[src/rtl/piso_pkg.sv]
// Shared types and parameter defaults for the parallel-in / serial-out serializer.
package piso_pkg;

  typedef enum logic {
    IDLE  = 1'b0,
    SHIFT = 1'b1
  } state_e;

  localparam int WIDTH_DEF     = 8;
  localparam bit MSB_FIRST_DEF = 1'b1;
  localparam bit IDLE_BIT_DEF  = 1'b0;

  // Bit counter width; a 1-bit floor keeps the vector legal for tiny words.
  function automatic int cnt_width(input int w);
    return (w > 1) ? $clog2(w) : 1;
  endfunction

endpackage

[src/rtl/piso_serializer_if.sv]
// Load handshake and serial stream bundle between a word source and the serializer.
interface piso_serializer_if #(
  parameter int WIDTH = piso_pkg::WIDTH_DEF
);

  logic [WIDTH-1:0] load_data;
  logic             load_valid;
  logic             load_ready;
  logic             shift_en;
  logic             serial_out;
  logic             serial_valid;
  logic             word_done;
  logic             busy;

  modport master (
    output load_data, load_valid, shift_en,
    input  load_ready, serial_out, serial_valid, word_done, busy
  );

  modport slave (
    input  load_data, load_valid, shift_en,
    output load_ready, serial_out, serial_valid, word_done, busy
  );

endinterface

[src/rtl/bit_counter.sv]
// Position counter for the word in the shifter; flags the last bit at WIDTH-1.
module bit_counter #(
  parameter  int WIDTH = piso_pkg::WIDTH_DEF,
  localparam int CW    = piso_pkg::cnt_width(WIDTH)
) (
  input  logic          clk,
  input  logic          rst,
  input  logic          clr_i,
  input  logic          en_i,
  output logic [CW-1:0] count_o,
  output logic          rollover_o
);

  logic [CW-1:0] cnt_q, cnt_d;

  assign rollover_o = (cnt_q == CW'(WIDTH - 1));
  assign count_o    = cnt_q;

  // Saturating at WIDTH-1 keeps the count in range even if clear is missed.
  always_comb begin
    cnt_d = cnt_q;
    if (clr_i) begin
      cnt_d = '0;
    end else if (en_i && !rollover_o) begin
      cnt_d = cnt_q + 1'b1;
    end
  end

  always_ff @(posedge clk) begin
    if (rst) begin
      cnt_q <= '0;
    end else begin
      cnt_q <= cnt_d;
    end
  end

endmodule

[src/rtl/piso_serializer.sv]
// Word serializer with one pending slot so back-to-back words stream without a gap.
module piso_serializer
  import piso_pkg::*;
#(
  parameter int WIDTH     = WIDTH_DEF,
  parameter bit MSB_FIRST = MSB_FIRST_DEF,
  parameter bit IDLE_BIT  = IDLE_BIT_DEF
) (
  input  logic        clk,
  input  logic        rst,
  piso_serializer_if.slave bus
);

  localparam int CW = cnt_width(WIDTH);

  state_e           state_q, state_d;
  logic [WIDTH-1:0] shifter_q, shifter_d;
  logic [WIDTH-1:0] pend_q, pend_d;
  logic             pend_full_q, pend_full_d;
  logic             word_done_q, word_done_d;

  logic [CW-1:0]    bit_cnt;
  logic             last_bit;
  logic             xfer;
  logic             advance;
  logic [WIDTH-1:0] shifted;
  logic             head_bit;

  assign xfer    = bus.load_valid && !pend_full_q;
  assign advance = (state_q == SHIFT) && bus.shift_en;
  assign shifted = MSB_FIRST ? (shifter_q << 1) : (shifter_q >> 1);

  bit_counter #(.WIDTH(WIDTH)) u_bit_counter (
    .clk       (clk),
    .rst       (rst),
    .clr_i     (advance && last_bit),
    .en_i      (advance),
    .count_o   (bit_cnt),
    .rollover_o(last_bit)
  );

  always_comb begin
    // NOTE: every next-state signal gets its hold value first so no path through the case infers a latch.
    state_d     = state_q;
    shifter_d   = shifter_q;
    pend_d      = pend_q;
    pend_full_d = pend_full_q;
    word_done_d = 1'b0;
    case (state_q)
      IDLE: begin
        if (xfer) begin
          shifter_d = bus.load_data;
          state_d   = SHIFT;
        end
      end
      SHIFT: begin
        if (advance && last_bit) begin
          word_done_d = 1'b1;
          if (pend_full_q) begin
            shifter_d   = pend_q;
            pend_full_d = 1'b0;
          end else if (xfer) begin
            shifter_d = bus.load_data;
          end else begin
            state_d = IDLE;
          end
        end else begin
          if (advance) begin
            shifter_d = shifted;
          end
          if (xfer) begin
            pend_d      = bus.load_data;
            pend_full_d = 1'b1;
          end
        end
      end
      default: state_d = IDLE;
    endcase
  end

  always_ff @(posedge clk) begin
    // NOTE: non-blocking updates so every register samples the pre-edge values of its peers.
    if (rst) begin
      state_q     <= IDLE;
      shifter_q   <= '0;
      pend_q      <= '0;
      pend_full_q <= 1'b0;
      word_done_q <= 1'b0;
    end else begin
      state_q     <= state_d;
      shifter_q   <= shifter_d;
      pend_q      <= pend_d;
      pend_full_q <= pend_full_d;
      word_done_q <= word_done_d;
    end
  end

  assign head_bit         = MSB_FIRST ? shifter_q[WIDTH-1] : shifter_q[0];
  assign bus.serial_out   = (state_q == SHIFT) ? head_bit : IDLE_BIT;
  assign bus.serial_valid = (state_q == SHIFT);
  assign bus.busy         = (state_q == SHIFT) || pend_full_q;
  assign bus.load_ready   = !pend_full_q;
  assign bus.word_done    = word_done_q;

  a_cnt_range : assert property (@(posedge clk) disable iff (rst) bit_cnt <= CW'(WIDTH - 1));

endmodule

[src/flat_wrapper.sv]
// flat-port wrapper written by rule: the top's interface ports become plain ports
module piso_serializer_flat import piso_pkg::*;
#(
  parameter int WIDTH     = WIDTH_DEF,
  parameter bit MSB_FIRST = MSB_FIRST_DEF,
  parameter bit IDLE_BIT  = IDLE_BIT_DEF
)
  (clk, rst, bus_load_data, bus_load_valid, bus_shift_en, bus_load_ready, bus_serial_out, bus_serial_valid, bus_word_done, bus_busy);
  piso_serializer_if #(.WIDTH(WIDTH)) bus_i ();
  input  logic clk;
  input  logic rst;
  input wire logic [$bits(bus_i.load_data)-1:0] bus_load_data;
  input wire logic [$bits(bus_i.load_valid)-1:0] bus_load_valid;
  input wire logic [$bits(bus_i.shift_en)-1:0] bus_shift_en;
  output wire logic [$bits(bus_i.load_ready)-1:0] bus_load_ready;
  output wire logic [$bits(bus_i.serial_out)-1:0] bus_serial_out;
  output wire logic [$bits(bus_i.serial_valid)-1:0] bus_serial_valid;
  output wire logic [$bits(bus_i.word_done)-1:0] bus_word_done;
  output wire logic [$bits(bus_i.busy)-1:0] bus_busy;
  assign bus_i.load_data = bus_load_data;
  assign bus_i.load_valid = bus_load_valid;
  assign bus_i.shift_en = bus_shift_en;
  assign bus_load_ready = bus_i.load_ready;
  assign bus_serial_out = bus_i.serial_out;
  assign bus_serial_valid = bus_i.serial_valid;
  assign bus_word_done = bus_i.word_done;
  assign bus_busy = bus_i.busy;
  piso_serializer #(.WIDTH(WIDTH), .MSB_FIRST(MSB_FIRST), .IDLE_BIT(IDLE_BIT)) u_core (.clk(clk), .rst(rst), .bus(bus_i));
endmodule
[config.mk]
export PLATFORM = sky130hd
export DESIGN_NAME = piso_serializer_flat
export DESIGN_NICKNAME = d
export VERILOG_FILES = /design/src/rtl/piso_pkg.sv /design/src/rtl/piso_serializer_if.sv /design/src/rtl/bit_counter.sv /design/src/rtl/piso_serializer.sv /design/src/flat_wrapper.sv
export SDC_FILE = /design/constraint.sdc
export NUM_CORES = 1
export LEC_CHECK = 0
export CAP_MARGIN = 20
export CORE_AREA = 5 5 56 58
export DETAILED_ROUTE_END_ITERATION = 10
export DIE_AREA = 0 0 61 63
export GPL_ROUTABILITY_DRIVEN = 0
export PLACE_DENSITY = 0.82
export SLEW_MARGIN = 20
export SYNTH_ARGS = -nofsm -noshare
export SYNTH_HDL_FRONTEND = slang
export SYNTH_SLANG_ARGS = --single-unit
[constraint.sdc]
create_clock -name clk -period 1.45 [get_ports clk]
set_input_delay 0.29 -clock clk [delete_from_list [all_inputs] [get_ports clk]]
set_output_delay 0.29 -clock clk [all_outputs]
set_load 0.02 [all_outputs]
==> flow_results.xml <==
<?xml version="1.0" encoding="UTF-8"?>
<metrics>
  <group name="logic_synthesis">
    <metric name="post_synth_top_flop" unit="">sky130_fd_sc_hd__dfxtp_1</metric>
    <metric name="post_syn_area" unit="sq um">1140</metric>
    <metric name="yosys.cell_types.count" unit="">36</metric>
    <metric name="synth-seq-cells" unit="">22</metric>
    <metric name="synthArstFlopShare" unit="%">0</metric>
    <metric name="synth_largest_type_area_fraction" unit="%">38.6</metric>
    <metric name="yosysSeqAreaShare" unit="%">38.6</metric>
    <metric name="post-synth-top-area-cell" unit="">sky130_fd_sc_hd__dfxtp_1</metric>
    <metric name="synth-edff-count" unit="">0</metric>
    <metric name="number_of_cells_produced_by_synthesis" unit="">122</metric>
    <metric name="yosys_warns" unit="">0</metric>
    <metric name="synthesis.nets" unit="">136</metric>
    <metric name="synth.area.top_cells" unit="">sky130_fd_sc_hd__dfxtp_1, sky130_fd_sc_hd__mux2i_1, sky130_fd_sc_hd__mux2_1, sky130_fd_sc_hd__nor3b_1, sky130_fd_sc_hd__a221oi_1</metric>
    <metric name="syn-mean-instance-area" unit="sq um">9.36</metric>
  </group>
  <group name="timing">
    <metric name="drv_slew" unit="">0</metric>
    <metric name="setup_ws" unit="ps">60.7</metric>
    <metric name="worst-slew-pin-transition" unit="ps">298</metric>
    <metric name="min_period" unit="ps">1390</metric>
    <metric name="slew_headroom" unit="%">80.2</metric>
    <metric name="fmax" unit="MHz">720</metric>
    <metric name="worst_clock_skew" unit="ps">5.90</metric>
    <metric name="finalHoldViolCount" unit="">0</metric>
    <metric name="rsz_0062_raised_after_global_routing" unit="">yes</metric>
    <metric name="setup_viol" unit="">0</metric>
    <metric name="period_share" unit="%">95.8</metric>
  </group>
  <group name="cells_and_area">
    <metric name="layout.nets" unit="">165</metric>
    <metric name="post_route_cells_drive_above_1_share" unit="%">28.7</metric>
    <metric name="antenna_cells" unit="">0</metric>
    <metric name="layout.cell_area.non_filler" unit="sq um">1500</metric>
    <metric name="most_common_library_cell_in_the_layout_ignoring_fill_and_taps" unit="">sky130_fd_sc_hd__dfxtp_1</metric>
    <metric name="area_growth" unit="%">31.4</metric>
    <metric name="fillerInstances" unit="">236</metric>
    <metric name="most-common-layout-cells" unit="">sky130_fd_sc_hd__dfxtp_1, sky130_fd_sc_hd__buf_4, sky130_fd_sc_hd__nor2_1, sky130_fd_sc_hd__nand2_1</metric>
  </group>
  <group name="status">
    <metric name="run_status" unit="">finished clean</metric>
  </group>
  <group name="routing">
    <metric name="dr.pass1.iters" unit="">4</metric>
    <metric name="avgRoutedWirePerCell" unit="um">14.7</metric>
    <metric name="initialDrtViolationCount" unit="">8</metric>
    <metric name="drt_wl_total" unit="um">2670</metric>
    <metric name="routed_via_density" unit="">5.62</metric>
    <metric name="route.antenna.remaining_nets" unit="">0</metric>
    <metric name="drc" unit="">0</metric>
    <metric name="dr_total_vias" unit="">1018</metric>
  </group>
  <group name="clocking">
    <metric name="cts_tree" unit="">yes</metric>
    <metric name="clock_latency_of_the_later_clocked_register_in_the_worst_skew_pair" unit="ps">310</metric>
    <metric name="h-tree-depth" unit="">1</metric>
    <metric name="ctsRootBufferMaster" unit="">sky130_fd_sc_hd__clkbuf_4</metric>
    <metric name="cts_made_buffers" unit="">3</metric>
    <metric name="cts.clk_slew.worst_paths" unit="ps">130</metric>
    <metric name="cts.path.max_buffers" unit="">2</metric>
    <metric name="clkSinkCount" unit="">22</metric>
  </group>
  <group name="floorplanning">
    <metric name="floorplan.die.width" unit="um">61</metric>
    <metric name="core_region_area" unit="sq um">2620</metric>
    <metric name="starting_density" unit="%">43.7</metric>
    <metric name="design.die.area" unit="sq um">3840</metric>
    <metric name="placement_rows" unit="">19</metric>
    <metric name="io-pin-count" unit="">17</metric>
    <metric name="die_height" unit="um">63</metric>
  </group>
  <group name="power_and_ir_drop">
    <metric name="ir_drop" unit="V">0.000651</metric>
    <metric name="total_leakage_power" unit="nW">0.620</metric>
    <metric name="p_per_area" unit="nW/um^2">848</metric>
  </group>
  <group name="critical_path">
    <metric name="path_class" unit="">reg2out</metric>
    <metric name="crit_required" unit="ps">1160</metric>
    <metric name="timing.rr.start" unit="">u_core.bus.serial_valid</metric>
    <metric name="r2r_slack" unit="ps">60</metric>
    <metric name="worstSetupStartpoint" unit="">u_core.bus.serial_valid</metric>
    <metric name="critPathCaptureType" unit="">output port</metric>
    <metric name="critPathArrivalTime" unit="ps">1100</metric>
    <metric name="setup.worst_path.start_class" unit="">flip-flop</metric>
    <metric name="timing.reg2reg.worst_path_depth" unit="">5</metric>
    <metric name="cp_max_fo" unit="">4</metric>
    <metric name="rr_endpoint" unit="">u_core.shifter_q[5]</metric>
  </group>
  <group name="placement">
    <metric name="portBuffers" unit="">16</metric>
    <metric name="detailedPlacementHpwl" unit="um">1940</metric>
    <metric name="detailed_place.area" unit="sq um">1410</metric>
    <metric name="place_ws" unit="ps">-230</metric>
  </group>
  <group name="hold_path">
    <metric name="worst_hold_path_startpoint" unit="">bus_shift_en</metric>
    <metric name="whs_endpoint" unit="">u_core.pend_full_q</metric>
    <metric name="min_path_type" unit="">in2reg</metric>
    <metric name="worstHoldPathCells" unit="">2</metric>
  </group>
  <group name="global_route">
    <metric name="wire_length_of_the_first_global_routing_pass" unit="um">4460</metric>
    <metric name="grt-ovfl-total" unit="">0</metric>
    <metric name="first_global_vias" unit="">1045</metric>
    <metric name="grt_start_max_net_pins" unit="">13</metric>
    <metric name="groute.usage.overall" unit="%">14.8</metric>
    <metric name="grt_antenna_before_repair" unit="">0</metric>
  </group>
  <group name="run">
    <metric name="drv_cap" unit="">0</metric>
  </group>
</metrics>
==> metrics by stage <==
| step | setup TNS [ps] | std cells | hold slack (ps) | total power, W | util (%) |
|---|---|---|---|---|---|
| 2_1_floorplan | 0 | 122 | 368 | 0.000823 | - |
| 5_1_grt | -87.8 | 181 | 423 | 0.00134 | 57.4 |
| 3_3_place_gp | -2880 | 176 | 473 | 0.000922 | 53.9 |
| 3_5_place_dp | -3590 | 176 | 491 | 0.000933 | 53.9 |
| 4_1_cts | 0 | 180 | 521 | 0.00127 | 55.9 |
| 6_report | 0 | 181 | 393 | 0.00127 | 57.4 |
==> area by class of cell <==
cell class	instances	area (sq um)	share of cell area (%)
Sequential cell	22	445	29.7
Tap cell	31	38.8	2.58
Timing Repair Buffer	32	297	19.7
Clock buffer	4	36.3	2.42
Inverter	3	11.3	0.750
Multi-Input combinational cell	89	673	44.8
==> cells by family (layout without fill, tap and decap cells) <==
family,count (synthesis),after routing,share of synthesized area (%)
buffers and inverters,11,39,5.91
AND/OR/NAND/NOR,46,46,23.5
flip-flops,22,22,38.6
adder cells (fa/ha/maj),2,2,2.19
AO/OA/AOI/OAI,27,27,16.9
multiplexers,14,14,12.9
==> cell usage after synthesis (all sizes together), types with 2 or more instances <==
cell and number:
dfxtp 22, nand2 13, a21oi 12, nor2 12, nor3b 9, mux2i 8
buf 7, a221oi 6, mux2 6, nor2b 4, inv 3, nand3 3
o21ai 3, a311oi 2, ha 2, nand2b 2
==> timing repair <==
| action | in CTS | in global routing |
|---|---|---|
| hold buffers | 0 | 0 |
| endpoints found under the setup margin | 21 | 21 |
| setup buffers | 0 | 1 |
| pin swaps | 0 | 1 |
| gates resized for setup | 16 | 14 |
==> state kept, by name, summed over array words and instances (netlist names) <==
register / count
u_core.shifter_q: 8
u_core.u_bit_counter.count_o: 3
u_core.pend_full_q: 1
u_core.pend_q: 8
u_core.bus.serial_valid: 1
u_core.bus.word_done: 1
==> layer usage <==
metal | track usage, % | routed length (um)
met5 | 0 | 0
met4 | 6.23 | 58
met3 | 3.93 | 109
met2 | 24.2 | 1350
met1 | 17.7 | 1150
==> worst max-delay path, stage by stage (launching register included) <==
cell	delay, ps
sky130_fd_sc_hd__dfxtp_2	390
sky130_fd_sc_hd__buf_4	110
sky130_fd_sc_hd__clkdlybuf4s15_1	290
==> worst max-delay path by stage <==
stage                                 endpoint  cells past startpoint
6_report                      bus_serial_valid                      2
3_5_place_dp   u_core.u_bit_counter.count_o[2]                      6
2_1_floorplan              u_core.shifter_q[5]                      6
4_1_cts                               bus_busy                      2
5_1_grt                    u_core.shifter_q[5]                      5
3_3_place_gp               u_core.shifter_q[7]                      5
==> power breakdown <==
part / internal (W) / switching, W
Combinational: 0.000138 / 0.000124
Clock: 0.000153 / 0.000192
Sequential: 0.000639 / 0.0000264
Note: power is estimated with default switching activity, not from simulation.
==> variant 1, RTL diff (same settings) <==
Set the package constant `WIDTH_DEF` to 12 (it was 8).
--- a/src/rtl/piso_pkg.sv
+++ b/src/rtl/piso_pkg.sv
@@ -6,7 +6,7 @@
     SHIFT = 1'b1
   } state_e;
 
-  localparam int WIDTH_DEF     = 8;
+  localparam int WIDTH_DEF     = 12;
   localparam bit MSB_FIRST_DEF = 1'b1;
   localparam bit IDLE_BIT_DEF  = 1'b0;
 
Interface: changed (resized bus_load_data); port bits go from 17 to 21. No check against the original RTL was run, so the function may have changed too.
==> variant 1 against the original RTL <==
Sequential cell count up 9. Wire length up 41%. Non-clock buffer count up 10. Synthesized area up 30%. Clock power up 110%. Final area up 32%. Total power up 57%. Global-route usage up 5.6 points. Core utilization up 18 points. Setup slack worse by 0.018 ns.
==> variant 1: results (changes against the original RTL) <==
<table>
<tr><th>Metric</th><th>Value</th></tr>
<tr><th colspan="2">Place</th></tr>
<tr><td>Setup slack at placement</td><td>-0.306 ns (was -0.230 ns)</td></tr>
<tr><td>Number of buffers inserted by port buffering</td><td>20 (was 16)</td></tr>
<tr><td>Number of placed instances, taps included</td><td>229 (was 176)</td></tr>
<tr><th colspan="2">Final layout</th></tr>
<tr><td>Fill cell count</td><td>176 (was 236)</td></tr>
<tr><td>Layout cells sized above 1</td><td>23.3% (was 28.7%)</td></tr>
<tr><td>Reg area</td><td>628 um2 (was 445 um2)</td></tr>
<tr><th colspan="2">Worst setup path</th></tr>
<tr><td>Slowest Stage Delay on Critical Path</td><td>0.36 ns (was 0.39 ns)</td></tr>
<tr><td>Kind of critical path</td><td>reg -&gt; reg (was reg -&gt; out)</td></tr>
<tr><td>Dominant delay contributor by cell family on the critical path</td><td>compound AO/OA/AOI/OAI gates (was buffers and inverters)</td></tr>
<tr><th colspan="2">Status</th></tr>
<tr><td>Result of the run</td><td>completed (unchanged)</td></tr>
<tr><th colspan="2">Drt</th></tr>
<tr><td>Starting DRC count in detailed routing</td><td>87 (was 8)</td></tr>
<tr><th colspan="2">Global route</th></tr>
<tr><td>Number of global-route vias before repair</td><td>1317 (was 1045)</td></tr>
<tr><td>GRT Util Overall</td><td>20.4% (was 14.8%)</td></tr>
<tr><td>Global-route wire length before repair</td><td>5.93 mm (was 4.46 mm)</td></tr>
<tr><td>Pin count of the biggest net entering global routing</td><td>17 (was 13)</td></tr>
<tr><th colspan="2">Timing</th></tr>
<tr><td>Clock skew</td><td>0.0173 ns (was 0.00590 ns)</td></tr>
<tr><td>Worst slew pin tran</td><td>0.353 ns (was 0.298 ns)</td></tr>
<tr><th colspan="2">Power</th></tr>
<tr><td>Peak ir drop on the vdd network</td><td>807 uV (was 651 uV)</td></tr>
<tr><td>Static leakage power</td><td>0.797 nW (was 0.620 nW)</td></tr>
<tr><th colspan="2">Yosys</th></tr>
<tr><td>Multiplexer area fraction after synthesis</td><td>8.09% (was 12.9%)</td></tr>
<tr><td>Fraction of the mapped netlist area in adder cells</td><td>0.843% (was 2.19%)</td></tr>
<tr><td>Synthesized netlist net count</td><td>186 (was 136)</td></tr>
<tr><td>Synthesized area per cell</td><td>8.78 um2 (was 9.36 um2)</td></tr>
<tr><td>Complex-gate fraction of the synthesized area</td><td>20.2% (was 16.9%)</td></tr>
<tr><td>Netlist cell types</td><td>34 (was 36)</td></tr>
<tr><td>Xor and xnor fraction of the mapped netlist area</td><td>1.77% (was 0%)</td></tr>
<tr><th colspan="2">CTS</th></tr>
<tr><td>Total clock buffers created by CTS</td><td>5 (was 3)</td></tr>
<tr><td>CTS H-tree depth</td><td>2 (was 1)</td></tr>
<tr><td>Clock latency reported for the late side of the worst-skew pair</td><td>0.37 ns (was 0.31 ns)</td></tr>
</table>
[variant 1: routing by layer]
layer | share of wire (%) | global-route usage, % | up-vias | routed length (um)
met4 | 3.3 | 9.76 | 0 | 123
met5 | 0 | 0 | - | 0
met1 | 44 | 26.9 | 663 | 1630
li1 | - | - | 676 | -
met2 | 45 | 29.0 | 55 | 1690
met3 | 8.1 | 7.44 | 18 | 303
[variant 1: worst min-delay path by stage]
stage,start,cells after the start,endpoint
floorplan,bus_load_valid,2,u_core.pend_full_q
finish,u_core.shifter_q[0],2,u_core.shifter_q[0]
global placement,u_core.shifter_q[0],2,u_core.shifter_q[0]
detailed placement,u_core.shifter_q[0],2,u_core.shifter_q[0]
CTS,u_core.shifter_q[0],2,u_core.shifter_q[0]
global route,u_core.shifter_q[0],2,u_core.shifter_q[0]
[variant 1: timing repair]
| item | CTS | global route |
|---|---|---|
| gates cloned | 0 | 2 |
| pin swaps | 0 | 4 |
| setup buffers | 0 | 2 |
| gates resized for setup | 13 | 14 |
| setup endpoints to repair | 16 | 30 |
[variant 1: report_power, final]
group,leakage [nW],internal [mW],switching [mW]
clock,0.0482,0.407,0.328
sequential,0.255,0.895,0.0331
combinational,0.494,0.173,0.160
total,0.797,1.48,0.521
[variant 1: through the flow]
step | hold slack, ns | setup TNS [ns]
after floorplan | 0.435 | 0
after global placement | 0.463 | -5.37
after detailed placement | 0.467 | -6.75
after CTS | 0.486 | 0
after global routing | 0.532 | -0.0660
final | 0.487 | 0
[variant 1: area by class of cell]
cell class | instances | area share (%)
inverter | 1 | 0.190
sequential | 31 | 31.8
tap | 31 | 1.96
multi-input combinational | 128 | 42.2
clock buffer | 6 | 2.59
clock inverter | 2 | 1.77
timing repair buffer | 42 | 19.5
[variant 1: cell families after synthesis]
| family | Yosys count |
|---|---|
| muxes | 12 |
| DFF | 31 |
| xor gates and xnor gates | 3 |
| AOI/OAI and AO/OA | 41 |
| and+or+nand+nor | 69 |
| buffers and inverters | 12 |
| adders and majority gates | 1 |
[variant 1: worst min-delay path, delay by kind of cell (launching register included)]
family,cells,cell delay [ns]
flops,1,0.32
compound gates,2,0.13
==> variant 2, RTL diff (same flow settings) <==
Made on the original files. `shifter_q` no longer has a reset.
--- a/src/rtl/piso_serializer.sv
+++ b/src/rtl/piso_serializer.sv
@@ -82,17 +82,19 @@
     // NOTE: non-blocking updates so every register samples the pre-edge values of its peers.
     if (rst) begin
       state_q     <= IDLE;
-      shifter_q   <= '0;
       pend_q      <= '0;
       pend_full_q <= 1'b0;
       word_done_q <= 1'b0;
     end else begin
       state_q     <= state_d;
-      shifter_q   <= shifter_d;
       pend_q      <= pend_d;
       pend_full_q <= pend_full_d;
       word_done_q <= word_done_d;
     end
+  end
+
+  always_ff @(posedge clk) begin
+    shifter_q <= shifter_d;
   end
 
   assign head_bit         = MSB_FIRST ? shifter_q[WIDTH-1] : shifter_q[0];
Behaviour: no difference found for any inputs over 10 cycles, from zero or initial values and one cycle with rst high; that may be too few to reach the edited logic, so the function may still have changed.
==> variant 2 against the original RTL <==
Sequential cell count is the same. Hold slack gained 0.090 ns. The run now ends with setup timing left. Wire length grew 5.0%. Total power grew 9.0%. Via count shrank 1.8%. Setup slack lost 0.11 ns. Non-clock buffer count grew 4. Final area grew 5.1%. Core utilization grew 2.9 points. Synthesized area shrank 2.6%.
==> variant 2: results (changes against the original RTL) <==
<table>
<tr><th>Metric</th><th>Value</th></tr>
<tr><th colspan="2">Status</th></tr>
<tr><td>Result of the run</td><td>finished, violations left (was completed)</td></tr>
<tr><td>Violated checks</td><td>setup timing</td></tr>
<tr><th colspan="2">Yosys</th></tr>
<tr><td>Multiplexer area fraction after synthesis</td><td>9.00% (was 12.9%)</td></tr>
<tr><td>Fraction of the mapped netlist area in adder cells</td><td>2.25% (was 2.19%)</td></tr>
<tr><td>Post-synth EDFFs</td><td>8 (was 0)</td></tr>
<tr><td>Synthesized netlist net count</td><td>129 (was 136)</td></tr>
<tr><td>Netlist cell types</td><td>26 (was 36)</td></tr>
<tr><th colspan="2">Global route</th></tr>
<tr><td>Met1 usage</td><td>18.4% (was 17.7%)</td></tr>
<tr><td>Met3 Usage GRT</td><td>2.89% (was 3.93%)</td></tr>
<tr><td>Number of global-route vias before repair</td><td>1015 (was 1045)</td></tr>
<tr><th colspan="2">Final layout</th></tr>
<tr><td>Final Net Count</td><td>163 (was 165)</td></tr>
<tr><td>Multi-input combinational gate total</td><td>84 (was 89)</td></tr>
<tr><td>Fraction of area in multi-input gates</td><td>41.1% (was 44.8%)</td></tr>
<tr><td>Fraction of area in registers</td><td>33.4% (was 29.7%)</td></tr>
<tr><td>Non-filler cells in the finished layout</td><td>179 (was 181)</td></tr>
<tr><td>Layout Area Growth over Synthesis</td><td>41.8% (was 31.4%)</td></tr>
<tr><td>Proportion of final cell area spent on non-clock buffers</td><td>20.9% (was 19.7%)</td></tr>
<tr><td>Fill cell count</td><td>234 (was 236)</td></tr>
<tr><th colspan="2">Worst setup path</th></tr>
<tr><td>Slowest Stage Delay on Critical Path</td><td>0.37 ns (was 0.39 ns)</td></tr>
<tr><td>Critical path fanouts, max</td><td>5 (was 4)</td></tr>
<tr><td>Setup slack of the worst register-to-register path</td><td>-0.05 ns (was 0.06 ns)</td></tr>
<tr><td>Launch point of the worst path</td><td>u_core.u_bit_counter.count_o[0] (was u_core.bus.serial_valid)</td></tr>
<tr><td>Crit Reg-Reg Startpoint</td><td>u_core.u_bit_counter.count_o[0] (was u_core.bus.serial_valid)</td></tr>
<tr><th colspan="2">Hold path</th></tr>
<tr><td>Worst hold path class</td><td>reg -&gt; reg (was in -&gt; reg)</td></tr>
<tr><th colspan="2">Drt</th></tr>
<tr><td>Average routed wire per standard cell</td><td>15.6 um (was 14.7 um)</td></tr>
<tr><td>WL met3</td><td>106 um (was 109 um)</td></tr>
<tr><th colspan="2">Timing</th></tr>
<tr><td>Count of final setup violators</td><td>4 (was 0)</td></tr>
<tr><td>Final-layout setup total negative slack</td><td>-0.0980 ns (was 0 ns)</td></tr>
<tr><td>Final WS setup</td><td>-0.0482 ns (was 0.0607 ns)</td></tr>
</table>
-- variant 2: changes by cell type after synthesis, moves of 5 or more --
cell / delta
sky130_fd_sc_hd__nor2_1: -9
sky130_fd_sc_hd__a221oi_1: -5
sky130_fd_sc_hd__a21oi_1: -7
sky130_fd_sc_hd__o22ai_1: +6
sky130_fd_sc_hd__a32oi_1: +7
sky130_fd_sc_hd__edfxtp_1: +8
sky130_fd_sc_hd__mux2_1: -5
sky130_fd_sc_hd__nand2_1: +10
sky130_fd_sc_hd__nand2b_1: +16
sky130_fd_sc_hd__dfxtp_1: -8
sky130_fd_sc_hd__nor3b_1: -7
-- variant 2: power by group through the flow --
stage                     Combinational, mW  Sequential (mW)  Clock, mW
after floorplan                       0.169            0.748          0
after global placement                0.278            0.755          0
after detailed placement              0.290            0.760          0
after CTS                             0.295            0.748      0.302
after global routing                  0.349            0.763      0.329
final                                 0.326            0.757      0.306
